$ cat config.mk
export PLATFORM = sky130hd
export DESIGN_NAME = gold_local_port_flat
export DESIGN_NICKNAME = d
export VERILOG_FILES = /design/src/rtl/gold_ring_pkg.sv /design/src/rtl/gold_local_port_if.sv /design/src/rtl/gold_vc_slot.sv /design/src/rtl/gold_local_port.sv /design/src/flat_wrapper.sv
export SDC_FILE = /design/constraint.sdc
export NUM_CORES = 1
export LEC_CHECK = 0
export CAP_MARGIN = 30
export CORE_MARGIN = 5
export CORE_UTILIZATION = 54
export DETAILED_ROUTE_END_ITERATION = 8
export PLACE_DENSITY = 0.95
export RECOVER_POWER = 50
export SLEW_MARGIN = 0
export SYNTH_ARGS = -nofsm -noshare
export SYNTH_HDL_FRONTEND = slang
export SYNTH_SLANG_ARGS = --single-unit
$ cat constraint.sdc
create_clock -name clk -period 3.3 [get_ports clk]
set_clock_uncertainty 0.2 [all_clocks]
set_input_delay 0.66 -clock clk [delete_from_list [all_inputs] [get_ports clk]]
set_output_delay 0.66 -clock clk [all_outputs]
set_load 0.05 [all_outputs]
$ cat src/rtl/gold_ring_pkg.sv
// Shared ring definitions: packet layout and virtual-channel encoding.
// Packets use [0:DATA_W-1] ordering, so bit 0 is the MSB.
package gold_ring_pkg;

  localparam int DATA_W = 64;
  localparam int VC_BIT = 0;

  localparam logic VC_EVEN = 1'b0;
  localparam logic VC_ODD  = 1'b1;

  typedef logic [0:DATA_W-1] packet_t;

endpackage

$ cat src/rtl/gold_local_port_if.sv
// NIC-facing and ring-facing handshake bundle of the local port.
// slave = the port itself, master = the NIC/ring environment around it.
interface gold_local_port_if;
  import gold_ring_pkg::*;

  logic    net_polarity;
  logic    net_si;
  logic    net_ri;
  packet_t net_di;
  logic    net_so;
  logic    net_ro;
  packet_t net_do;
  logic    ring_si;
  logic    ring_ri;
  packet_t ring_di;
  logic    ring_so;
  logic    ring_ro;
  packet_t ring_do;

  modport slave (
    output net_polarity, net_si, net_di, net_ro, ring_ri, ring_so, ring_do,
    input  net_ri, net_so, net_do, ring_si, ring_di, ring_ro
  );

  modport master (
    input  net_polarity, net_si, net_di, net_ro, ring_ri, ring_so, ring_do,
    output net_ri, net_so, net_do, ring_si, ring_di, ring_ro
  );

endinterface

$ cat src/rtl/gold_vc_slot.sv
// One-entry packet buffer with fill/drain strobes. Fill wins over drain;
// the top never strobes both on the same slot in one cycle.
module gold_vc_slot
  import gold_ring_pkg::*;
(
  input  logic    clk,
  input  logic    rst_n,
  input  logic    fill,
  input  logic    drain,
  input  packet_t din,
  output logic    full,
  output packet_t dout
);

  logic    full_r;
  packet_t buf_r;

  // Slot occupancy and payload; data stays put until the next fill.
  always_ff @(posedge clk or negedge rst_n) begin
    if (!rst_n) begin
      full_r <= 1'b0;
      buf_r  <= {DATA_W{1'b0}};
    end else if (fill) begin
      full_r <= 1'b1;
      buf_r  <= din;
    end else if (drain) begin
      full_r <= 1'b0;
      buf_r  <= buf_r;
    end else begin
      full_r <= full_r;
      buf_r  <= buf_r;
    end
  end

  assign full = full_r;
  assign dout = buf_r;

endmodule

$ cat src/rtl/gold_local_port.sv
// Router-side local port: per-VC injection/ejection slots steered by a toggling polarity.
// Optional statistics counters are enabled with GOLD_LOCAL_PORT_STATS_EN.
module gold_local_port
  import gold_ring_pkg::*;
#(
  parameter int CNT_W = 16
) (
  input  logic               clk,
  input  logic               reset,
  gold_local_port_if.slave   lp,
  output logic [CNT_W-1:0]   inj_count,
  output logic [CNT_W-1:0]   ej_count
);

  logic       polarity_r;
  logic       nic_vc_s;
  logic       ring_vc_s;
  logic [1:0] inj_full_s;
  logic [1:0] ej_full_s;
  logic [1:0] inj_fill_s;
  logic [1:0] inj_drain_s;
  logic [1:0] ej_fill_s;
  logic [1:0] ej_drain_s;
  packet_t    inj_buf_s [2];
  packet_t    ej_buf_s  [2];
  logic       net_accept_s;
  logic       ring_send_s;
  logic       ring_accept_s;
  logic       net_deliver_s;

  // Polarity alternates every cycle and restarts at even after reset.
  always_ff @(posedge clk or negedge reset) begin
    if (!reset) begin
      polarity_r <= 1'b0;
    end else begin
      polarity_r <= ~polarity_r;
    end
  end

  // NIC side owns the slots of VC != polarity, ring side the slots of VC == polarity.
  always_comb begin
    nic_vc_s      = ~polarity_r;
    ring_vc_s     = polarity_r;
    net_accept_s  = reset & lp.net_so  & ~inj_full_s[nic_vc_s];
    ring_send_s   = reset & lp.ring_ro &  inj_full_s[ring_vc_s];
    ring_accept_s = reset & lp.ring_si & ~ej_full_s[ring_vc_s];
    net_deliver_s = reset & lp.net_ri  &  ej_full_s[nic_vc_s];
    inj_fill_s    = 2'b00;
    inj_drain_s   = 2'b00;
    ej_fill_s     = 2'b00;
    ej_drain_s    = 2'b00;
    inj_fill_s[nic_vc_s]   = net_accept_s;
    inj_drain_s[ring_vc_s] = ring_send_s;
    ej_fill_s[ring_vc_s]   = ring_accept_s;
    ej_drain_s[nic_vc_s]   = net_deliver_s;
  end

  for (genvar v = 0; v < 2; v++) begin : g_vc
    gold_vc_slot u_inj (
      .clk   (clk),
      .rst_n (reset),
      .fill  (inj_fill_s[v]),
      .drain (inj_drain_s[v]),
      .din   (lp.net_do),
      .full  (inj_full_s[v]),
      .dout  (inj_buf_s[v])
    );

    gold_vc_slot u_ej (
      .clk   (clk),
      .rst_n (reset),
      .fill  (ej_fill_s[v]),
      .drain (ej_drain_s[v]),
      .din   (lp.ring_di),
      .full  (ej_full_s[v]),
      .dout  (ej_buf_s[v])
    );
  end

  // Handshake and data outputs are forced quiet while reset is held.
  always_comb begin
    lp.net_polarity = polarity_r;
    if (reset) begin
      lp.net_ro  = ~inj_full_s[nic_vc_s];
      lp.ring_so = inj_full_s[ring_vc_s];
      lp.ring_do = inj_buf_s[ring_vc_s];
      lp.ring_ri = ~ej_full_s[ring_vc_s];
      lp.net_si  = ej_full_s[nic_vc_s];
      lp.net_di  = ej_buf_s[nic_vc_s];
    end else begin
      lp.net_ro  = 1'b0;
      lp.ring_so = 1'b0;
      lp.ring_do = {DATA_W{1'b0}};
      lp.ring_ri = 1'b0;
      lp.net_si  = 1'b0;
      lp.net_di  = {DATA_W{1'b0}};
    end
  end

`ifdef GOLD_LOCAL_PORT_STATS_EN
  logic [CNT_W-1:0] inj_cnt_r;
  logic [CNT_W-1:0] ej_cnt_r;

  // Accept/delivery counters, wrapping at 2^CNT_W.
  always_ff @(posedge clk or negedge reset) begin
    if (!reset) begin
      inj_cnt_r <= {CNT_W{1'b0}};
      ej_cnt_r  <= {CNT_W{1'b0}};
    end else begin
      inj_cnt_r <= inj_cnt_r + {{(CNT_W-1){1'b0}}, net_accept_s};
      ej_cnt_r  <= ej_cnt_r  + {{(CNT_W-1){1'b0}}, net_deliver_s};
    end
  end

  assign inj_count = inj_cnt_r;
  assign ej_count  = ej_cnt_r;
`else
  assign inj_count = {CNT_W{1'b0}};
  assign ej_count  = {CNT_W{1'b0}};
`endif

endmodule

$ cat src/flat_wrapper.sv
// flat-port wrapper written by rule: the top's interface ports become plain ports
module gold_local_port_flat import gold_ring_pkg::*;
#(
  parameter int CNT_W = 16
)
  (clk, reset, inj_count, ej_count, lp_net_polarity, lp_net_si, lp_net_di, lp_net_ro, lp_ring_ri, lp_ring_so, lp_ring_do, lp_net_ri, lp_net_so, lp_net_do, lp_ring_si, lp_ring_di, lp_ring_ro);
  gold_local_port_if lp_i ();
  input  logic clk;
  input  logic reset;
  output logic [CNT_W-1:0] inj_count;
  output logic [CNT_W-1:0] ej_count;
  output wire logic [$bits(lp_i.net_polarity)-1:0] lp_net_polarity;
  output wire logic [$bits(lp_i.net_si)-1:0] lp_net_si;
  output wire logic [$bits(lp_i.net_di)-1:0] lp_net_di;
  output wire logic [$bits(lp_i.net_ro)-1:0] lp_net_ro;
  output wire logic [$bits(lp_i.ring_ri)-1:0] lp_ring_ri;
  output wire logic [$bits(lp_i.ring_so)-1:0] lp_ring_so;
  output wire logic [$bits(lp_i.ring_do)-1:0] lp_ring_do;
  input wire logic [$bits(lp_i.net_ri)-1:0] lp_net_ri;
  input wire logic [$bits(lp_i.net_so)-1:0] lp_net_so;
  input wire logic [$bits(lp_i.net_do)-1:0] lp_net_do;
  input wire logic [$bits(lp_i.ring_si)-1:0] lp_ring_si;
  input wire logic [$bits(lp_i.ring_di)-1:0] lp_ring_di;
  input wire logic [$bits(lp_i.ring_ro)-1:0] lp_ring_ro;
  assign lp_net_polarity = lp_i.net_polarity;
  assign lp_net_si = lp_i.net_si;
  assign lp_net_di = lp_i.net_di;
  assign lp_net_ro = lp_i.net_ro;
  assign lp_ring_ri = lp_i.ring_ri;
  assign lp_ring_so = lp_i.ring_so;
  assign lp_ring_do = lp_i.ring_do;
  assign lp_i.net_ri = lp_net_ri;
  assign lp_i.net_so = lp_net_so;
  assign lp_i.net_do = lp_net_do;
  assign lp_i.ring_si = lp_ring_si;
  assign lp_i.ring_di = lp_ring_di;
  assign lp_i.ring_ro = lp_ring_ro;
  gold_local_port #(.CNT_W(CNT_W)) u_core (.clk(clk), .reset(reset), .lp(lp_i), .inj_count(inj_count), .ej_count(ej_count));
endmodule
## After elaboration in Yosys (flattened, before gate mapping)

Index checks and enable logic that the tools add are counted.

| word-level totals | value |
|---|---|
| word-level logic and storage cells | 70 |
| bits in registers | 261 |

| cells by class | value |
|---|---|
| reductions and logical operators | 6 |
| muxes and demuxes | 32 |
| magnitude comparators | 6 |
| bitwise gates (word level) | 17 |

Operators with widths:

| operator | number |
|---|---|
| 64-bit two-way mux | 8 |
| 1-bit two-way mux | 22 |
| 1-bit bitwise AND | 8 |
| 2-bit bitwise AND | 4 |
| 2-bit nonzero test | 4 |
| 2-bit >= comparator, second input constant | 2 |
| 1-bit by 2-bit < comparator with 1-bit output, second input constant | 2 |
| 1-bit inverter with 2-bit output | 2 |
| 1-bit inverter | 3 |
| 1-bit demux with 1-bit select | 2 |
| 1-bit >= comparator, second input constant | 2 |
| 1-bit logical AND | 2 |

## Depth between registers and ports, before layout

Gate-level depths: netlist of run 1.

| logic depth | value |
|---|---|
| word-level depth | 8 |
| gate-level depth with buffers | 5 |
| depth with buffers taken out | 2 |

## By module

Synthesis of run 1 repeated with hierarchy kept, for this count alone.

| unflattened totals | value |
|---|---|
| cell total of the unflattened synthesis | 892 |
| area, all modules | 13136.3 um^2 |

Modules (own cells, without submodules):

| module | cells each | instances | area an instance (um^2) |
|---|---|---|---|
| gold_vc_slot | 138 | 4 | 2615.0 |
| gold_local_port | 340 | 1 | 2676.3 |

## Worst setup path before layout of run 1

No wires, ideal clock.

| timing path | value |
|---|---|
| path kind | register to output |
| start point | reg u_core.polarity_r (netlist: u_core.lp.net_polarity) |
| end point | out lp_net_di[0] |
| path slack | 0.327 ns |
| path buffers | 3 |
| cell stages (with the launch flop) | 6 |
| data arrival time | 2.113 ns |
| path through | dfrtp_1 > buf_4 > buf_2 > buf_4 > mux2i_1 > nor2b_1 |

| on the way | value |
|---|---|
| word-level cells in the longest chain between the ends | 6 |

Ends and longest elaborated chain:

| element | RTL line | text |
|---|---|---|
| start, declared | gold_local_port.sv:15 | `logic polarity_r;` |
| start signal, assigned | gold_local_port.sv:36 | `polarity_r <= ~polarity_r;` |
| 1-bit inverter | gold_local_port.sv:42 | `nic_vc_s = ~polarity_r;` |
| 1-bit inverter with 2-bit output (not written as such) | gold_local_port.sv:89 | `lp.net_di = ej_buf_s[nic_vc_s];` |
| 64-bit two-way mux (not written as such) (3 in series) | gold_local_port.sv:89 |  |
| 64-bit two-way mux | gold_local_port.sv:83 | `if (reset) begin` |
| end, declared | flat_wrapper.sv:14 | `output wire logic [$bits(lp_i.net_di)-1:0] lp_net_di;` |

No other way between the ends. The select of a mux whose other input is x is not followed.

## Worst setup path in the final report of run 1

| timing path | value |
|---|---|
| start point | reg u_core.polarity_r (netlist: u_core.lp.net_polarity) |
| end point | out lp_net_di[34] |

Same word-level chain as after synthesis.

==> results of run 1 <==
-- area by class of cell --
type	count	area, µm²
clock buffers	35	766
multi-input cells	566	5270
well taps	285	357
flip-flops and latches	261	6540
clock inverters	11	108
fillers	1282	5230
inverters	1	3.75
repair buffers	303	4230
-- worst max-delay path, cell delays in order (launching register included) --
cell and delay [ns]:
dfrtp_4 0.52, buf_12 0.25, buf_4 0.28, mux2i_1 0.30
nor2b_1 0.12, buf_12 0.16
-- per-layer routing --
layer | share of wire [%] | GRT usage, % | wire (µm)
met5 | 0.036 | 0 | 11
met4 | 2.1 | 5.20 | 638
met3 | 7.9 | 6.47 | 2400
met2 | 52 | 40.9 | 15900
met1 | 38 | 28.9 | 11600
-- power by group --
part | internal, mW | switching (mW)
clock network | 1.78 | 1.23
logic | 1.88 | 1.89
registers | 4.05 | 0.473
total | 7.71 | 3.60
-- state kept, by name, summed over array words and instances (netlist names) --
register / cells
u_core.g_vc.u_ej.dout: 128
u_core.g_vc.u_inj.dout: 128
u_core.g_vc.u_ej.full: 2
u_core.g_vc.u_inj.full: 2
u_core.lp.net_polarity: 1
-- placed cells by master (no fill, tap or decap), types with 4 or more instances in the layout --
master	n
a21oi_1	4
buf_12	135
buf_4	16
clkbuf_1	19
clkbuf_16	27
clkbuf_8	6
clkdlybuf4s50_1	132
clkinv_2	8
conb_1	32
dfrtp_1	260
mux2_1	60
mux2_2	196
mux2i_1	132
nor2b_1	130
o2bb2ai_1	4
-- path summary, 6_finish.rpt --
kind	endpoint	cells past startpoint	slack, ns
worst max-delay path	lp_net_di[34]	5	0.26
worst min-delay path	u_core.g_vc[0].u_inj.dout[57]	2	0.1
worst max register to register	u_core.g_vc[1].u_ej.dout[58]	4	0.29
worst min register to register	u_core.g_vc[1].u_ej.dout[57]	1	0.29
max in group asynchronous	u_core.g_vc[1].u_ej.dout[8]	2	0.92
min in group clk	u_core.g_vc[1].u_ej.dout[57]	1	0.29
-- cell families (layout without fill, tap and decap cells) --
group	count (synthesis)	count (layout)	share of synthesized area [%]
buf+inv	91	350	4.90
flops	261	261	53.2
compound gates	8	8	0.449
simple gates	138	138	7.12
mux	388	388	34.3
other cells	1	32	0.0306
==> results.json, run 1 <==
{
  "violations": "max-capacitance violations, max-slew violations",
  "htree_levels": 1,
  "drive_above_1_share_pct": 33.6,
  "drtIter0Drc": 373,
  "drtPass1Iterations": 4,
  "ys_async_sr_fraction_pct": 100,
  "globalplace.congestion": 0.776,
  "place_ws_ns": 0.560,
  "dp_hpwl_mm": 20.9,
  "synth_top_area_share_pct": 53.2,
  "core-area_um2": 22500,
  "routed-via-count": 7968,
  "ys_top_cells_by_count": "dfrtp_1 (261), mux2_2 (196), mux2i_1 (132), nor2b_1 (130), mux2_1 (60)",
  "routed_wl_mm": 30.5,
  "timing.final.crit_period_ns": 3.04,
  "crit_arrival_ns": 2.18,
  "hold_path.class": "input pin to asynchronous set/reset pin",
  "finalSetupViolCount": 0,
  "start_kind": "register",
  "root_buffer": "clkbuf_16",
  "grt_max_degree": 65,
  "yosysMostFrequentCell": "dfrtp_1",
  "netlist_area_um2": 12300,
  "port_buffers": 266,
  "die_h_um": 161,
  "power.density_nw_per_um2": 655,
  "synthTopCellsByArea": "dfrtp_1 (53%), mux2_2 (18%), mux2i_1 (11%)",
  "post_cts_buffers": 0,
  "pin_count": 299,
  "route.detailed.vias_per_inst": 5.45,
  "wl_per_cell_um": 20.9,
  "post-place-cells": 1415,
  "status": "finished, violations left",
  "syn_inst": 887,
  "rsz0062_at_grt": "false",
  "post-route-cell-area_um2": 17300,
  "yosysSeqAreaShare_pct": 53.2,
  "initial_core_util_pct": 54.5,
  "cp_max_fo": 29,
  "crit_start": "u_core.lp.net_polarity",
  "total_power_mw": 11.3,
  "hold_buffers": 1,
  "cts_sinks": 261,
  "max_cap_viol_count": 4,
  "clockBufferDepth": 3,
  "cts-resized-gates": 0,
  "grt.total_usage_pct": 23.3,
  "drv_slew": 200,
  "placed_cell_area_um2": 16500,
  "diodes": 0,
  "die-area_um2": 25800,
  "synth_area_per_cell_um2": 13.8,
  "drc": 0,
  "synth_top_cell_by_area": "dfrtp_1",
  "cts_tree": "yes",
  "fin_ws_ns": 0.260,
  "synth_flop_cell": "dfrtp_1",
  "final_util_pct": 76.7,
  "nets": 1294,
  "core.rowCount": 55,
  "reg2reg_from": "u_core.lp.net_polarity",
  "max_freq_ghz": 0.329,
  "final_hold_viol_count": 0,
  "ys_seq_elements": 261,
  "whs_ns": 0.0966,
  "yosys_warnings": 0,
  "crit_path_end_kind": "primary output",
  "timing.slew.headroom_pct": -32.3,
  "worstMarginPinSlew_ns": 1.98,
  "insertion_delay_ns": 0.52,
  "setup_tns_ns": 0,
  "period_share_pct": 92.1,
  "critPathRequiredTime_ns": 2.44,
  "first_global_vias": 8783,
  "crit_type": "register to primary output",
  "leakage_nw": 8.17,
  "dieWidth_um": 161,
  "grt_pass1_wl_mm": 48.7,
  "ys_types": 18,
  "synth_edf_count": 0,
  "cts_buffers": 27,
  "fin_cells": 1462,
  "antenna_found_initial": 1,
  "area_growth_pct": 40.8,
  "vdd_drop_max_mv": 0.453,
  "ant_nets": 0,
  "clk_pin_slew_ns": 0.06,
  "grt_overflow": 0
}
(Power assumes the default switching activity.)
==> run 2: changes to the inputs <==
- CORE_UTILIZATION: 54 -> 55
- SYNTH_HIERARCHICAL: not set -> 1
==> results.json, run 2 <==
{
  "status": "completed",
  "drv_slew": 0,
  "yosys_warnings": 6,
  "rsz0062_at_grt": "true",
  "synth_compound_area_share_pct": 0.229,
  "cp_top_family": "buffers and inverters",
  "synth_top_cell_by_area": "dfrtp_1",
  "leakage_nw": 8.70,
  "die_h_um": 165,
  "grt_overflow": 0,
  "synthMuxAreaShare_pct": 37.6,
  "routed_wl_mm": 33.0,
  "wl_per_cell_um": 22.0,
  "synth_top_family_by_area": "multiplexers",
  "synth_top_area_share_pct": 49.7,
  "timing.slew.headroom_pct": 49.1,
  "layout_common_cells": "dfrtp_1 (260), mux2_4 (196), clkdlybuf4s50_1 (132), buf_12 (132), mux2i_1 (132)",
  "worstMarginPinSlew_ns": 0.763,
  "route.detailed.vias_per_inst": 5.32,
  "cp_num_cells": 5,
  "critPathRequiredTime_ns": 2.44,
  "yosysMostFrequentCell": "dfrtp_1",
  "period_share_pct": 97.6,
  "core-area_um2": 23500,
  "ant_nets": 0,
  "core.rowCount": 56,
  "start_kind": "input pin",
  "path_buf_inv": 4,
  "routed-via-count": 7966,
  "cp_max_fo": 87,
  "clk_pin_slew_ns": 0.06,
  "finalSetupViolCount": 0,
  "port_buffers": 266,
  "insertion_delay_ns": 0.52,
  "reg2reg_to": "u_core/g_vc[1].u_inj/dout[27]",
  "grt_max_degree": 100,
  "yosysSeqAreaShare_pct": 49.7,
  "drive_above_1_share_pct": 39.4,
  "grt.busiest_layer": "met2",
  "grt_util_met3_pct": 5.57,
  "use_met2_pct": 42.2,
  "antenna_found_initial": 3,
  "synth_xor_area_share_pct": 0,
  "root_buffer": "clkbuf_16",
  "nets": 1291,
  "drtIter0Drc": 484,
  "final_util_pct": 76.8,
  "post-route-cell-area_um2": 18000,
  "r2r_cells": 5,
  "crit_type": "input pin to primary output",
  "hold_path.class": "register to register",
  "cts_sinks": 261,
  "yosys.area_share.simple_pct": 6.84,
  "syn_inst": 892,
  "cts_tree": "yes",
  "area_growth_pct": 37.3,
  "grt.total_usage_pct": 24.1,
  "cts_buffers": 27,
  "power.density_nw_per_um2": 908,
  "endpoint": "lp_ring_do[42]",
  "ys_top_cells_by_count": "dfrtp_1 (261), mux2_4 (196), mux2i_1 (132), nor2b_1 (131), mux2_2 (60)",
  "crit_path_end_kind": "primary output",
  "synth_edf_count": 0,
  "crit_chain": "dlygate4sd3_1 > buf_8 > buf_16 > nor2b_1 > buf_12",
  "final_common_cell": "dfrtp_1",
  "cp_slowest_cell": "dlygate4sd3_1",
  "worst_path_largest_cell_delay_ns": 0.56,
  "dieWidth_um": 165,
  "globalplace.congestion": 0.797,
  "ys_async_sr_fraction_pct": 100,
  "die-area_um2": 27100,
  "synthAdderAreaFrac_pct": 0,
  "grt_use_met1_pct": 29.4,
  "vdd_drop_max_mv": 0.537,
  "synth_flop_cell": "dfrtp_1",
  "crit_arrival_ns": 2.36,
  "crit_start": "reset",
  "r2r_slack_ns": 0.56,
  "ys_seq_elements": 261,
  "timing.final.crit_period_ns": 3.22,
  "first_global_vias": 9071,
  "initial_core_util_pct": 56.0,
  "final_hold_viol_count": 0,
  "htree_levels": 1,
  "whs_ns": 0.304,
  "max_freq_ghz": 0.310,
  "placed_cell_area_um2": 17100,
  "max_cap_viol_count": 0,
  "dp_hpwl_mm": 23.0,
  "synth_area_per_cell_um2": 14.7,
  "clockBufferDepth": 3,
  "drtPass1Iterations": 4,
  "ys_types": 19,
  "pin_count": 299,
  "drc": 0,
  "reg2reg_from": "u_core/lp.net_polarity",
  "netlist_area_um2": 13100,
  "grt_pass1_wl_mm": 51.2,
  "synthTopCellsByArea": "dfrtp_1 (50%), mux2_4 (22%), mux2i_1 (10%)"
}
-- run 2: cell count changes in the layout (fill, tap and decap cells not counted), sizes merged, moves of 2 or more --
cell / delta
nor3b: +2
nor2: +2
a21oi: -4
nand4b: -2
o2bb2ai: -4
clkbuf: -14
a21o: +4
and3b: +2
inv: +5
clkinv: -3
dlygate4sd3: +2
and3: +2
buf: +8
diode: +2
-- run 2: where the power goes --
| part | switching (mW) | internal, mW |
|---|---|---|
| Clock | 1.21 | 1.65 |
| Sequential | 1.08 | 4.84 |
| Combinational | 3.43 | 4.16 |
| Total | 5.72 | 10.7 |
-- run 2: logic make-up after synthesis --
kind of cell	Yosys count
other	1
and+or+nand+nor	144
muxes	388
DFF	261
buffers and inverters	94
AOI/OAI and AO/OA	4
-- run 2: layout make-up --
class                   instances  area, µm²
multi-input cells             568       6020
fillers                      1264       5440
inverters                       5       18.8
flip-flops and latches        261       6540
clock buffers                  40        754
repair buffers                294       4240
diodes                          2       5.00
clock inverters                 7       67.6
well taps                     319        399
-- run 2: worst reg2reg max path: cells and delay by family (launching register included) --
| kind | cells | cell delay [ns] |
|---|---|---|
| buf+inv | 2 | 0.60 |
| flops | 1 | 0.67 |
| mux | 1 | 0.34 |
| simple gates | 2 | 0.83 |
-- run 2: worst min path at each step --
stage / startpoint / depth (start not counted) / endpoint
after floorplan: reset / 0 / u_core/g_vc[0].u_ej/dout[0]
after detailed placement: u_core/g_vc[1].u_ej/dout[17] / 1 / u_core/g_vc[1].u_ej/dout[17]
final: u_core/g_vc[1].u_ej/dout[11] / 1 / u_core/g_vc[1].u_ej/dout[11]
after global routing: u_core/g_vc[1].u_inj/dout[11] / 1 / u_core/g_vc[1].u_inj/dout[11]
after global placement: u_core/g_vc[1].u_ej/dout[5] / 1 / u_core/g_vc[1].u_ej/dout[5]
after CTS: u_core/g_vc[1].u_inj/dout[11] / 1 / u_core/g_vc[1].u_inj/dout[11]
-- run 2: per-stage QoR --
| step | setup TNS (ns) | setup WS [ns] | instances | power, mW |
|---|---|---|---|---|
| 2_1_floorplan | 0 | 0.501 | 923 | 10.3 |
| 3_3_place_gp | 0 | 0.628 | 1444 | 13.0 |
| 3_5_place_dp | 0 | 0.564 | 1444 | 13.5 |
| 4_1_cts | 0 | 0.0600 | 1494 | 16.5 |
| 5_1_grt | -0.00109 | -0.00109 | 1496 | 17.1 |
| 6_report | 0 | 0.0791 | 1496 | 16.4 |
-- run 2: what timing repair did --
| item | CTS | global route |
|---|---|---|
| endpoints found under the hold margin | 12 | 0 |
| endpoints found under the setup margin | 1 | 11 |
| resized for setup | 0 | 6 |
| cloned | 0 | 0 |
| pin swaps | 0 | 0 |
| buffers inserted | 1 | 0 |
| hold buffers | 2 | 0 |
-- run 2: metal layers --
metal | wire (µm) | vias to the layer above
met4 | 1020 | 2
li1 | - | 3541
met3 | 2000 | 73
met1 | 12800 | 4087
met2 | 17200 | 263
met5 | 13 | -
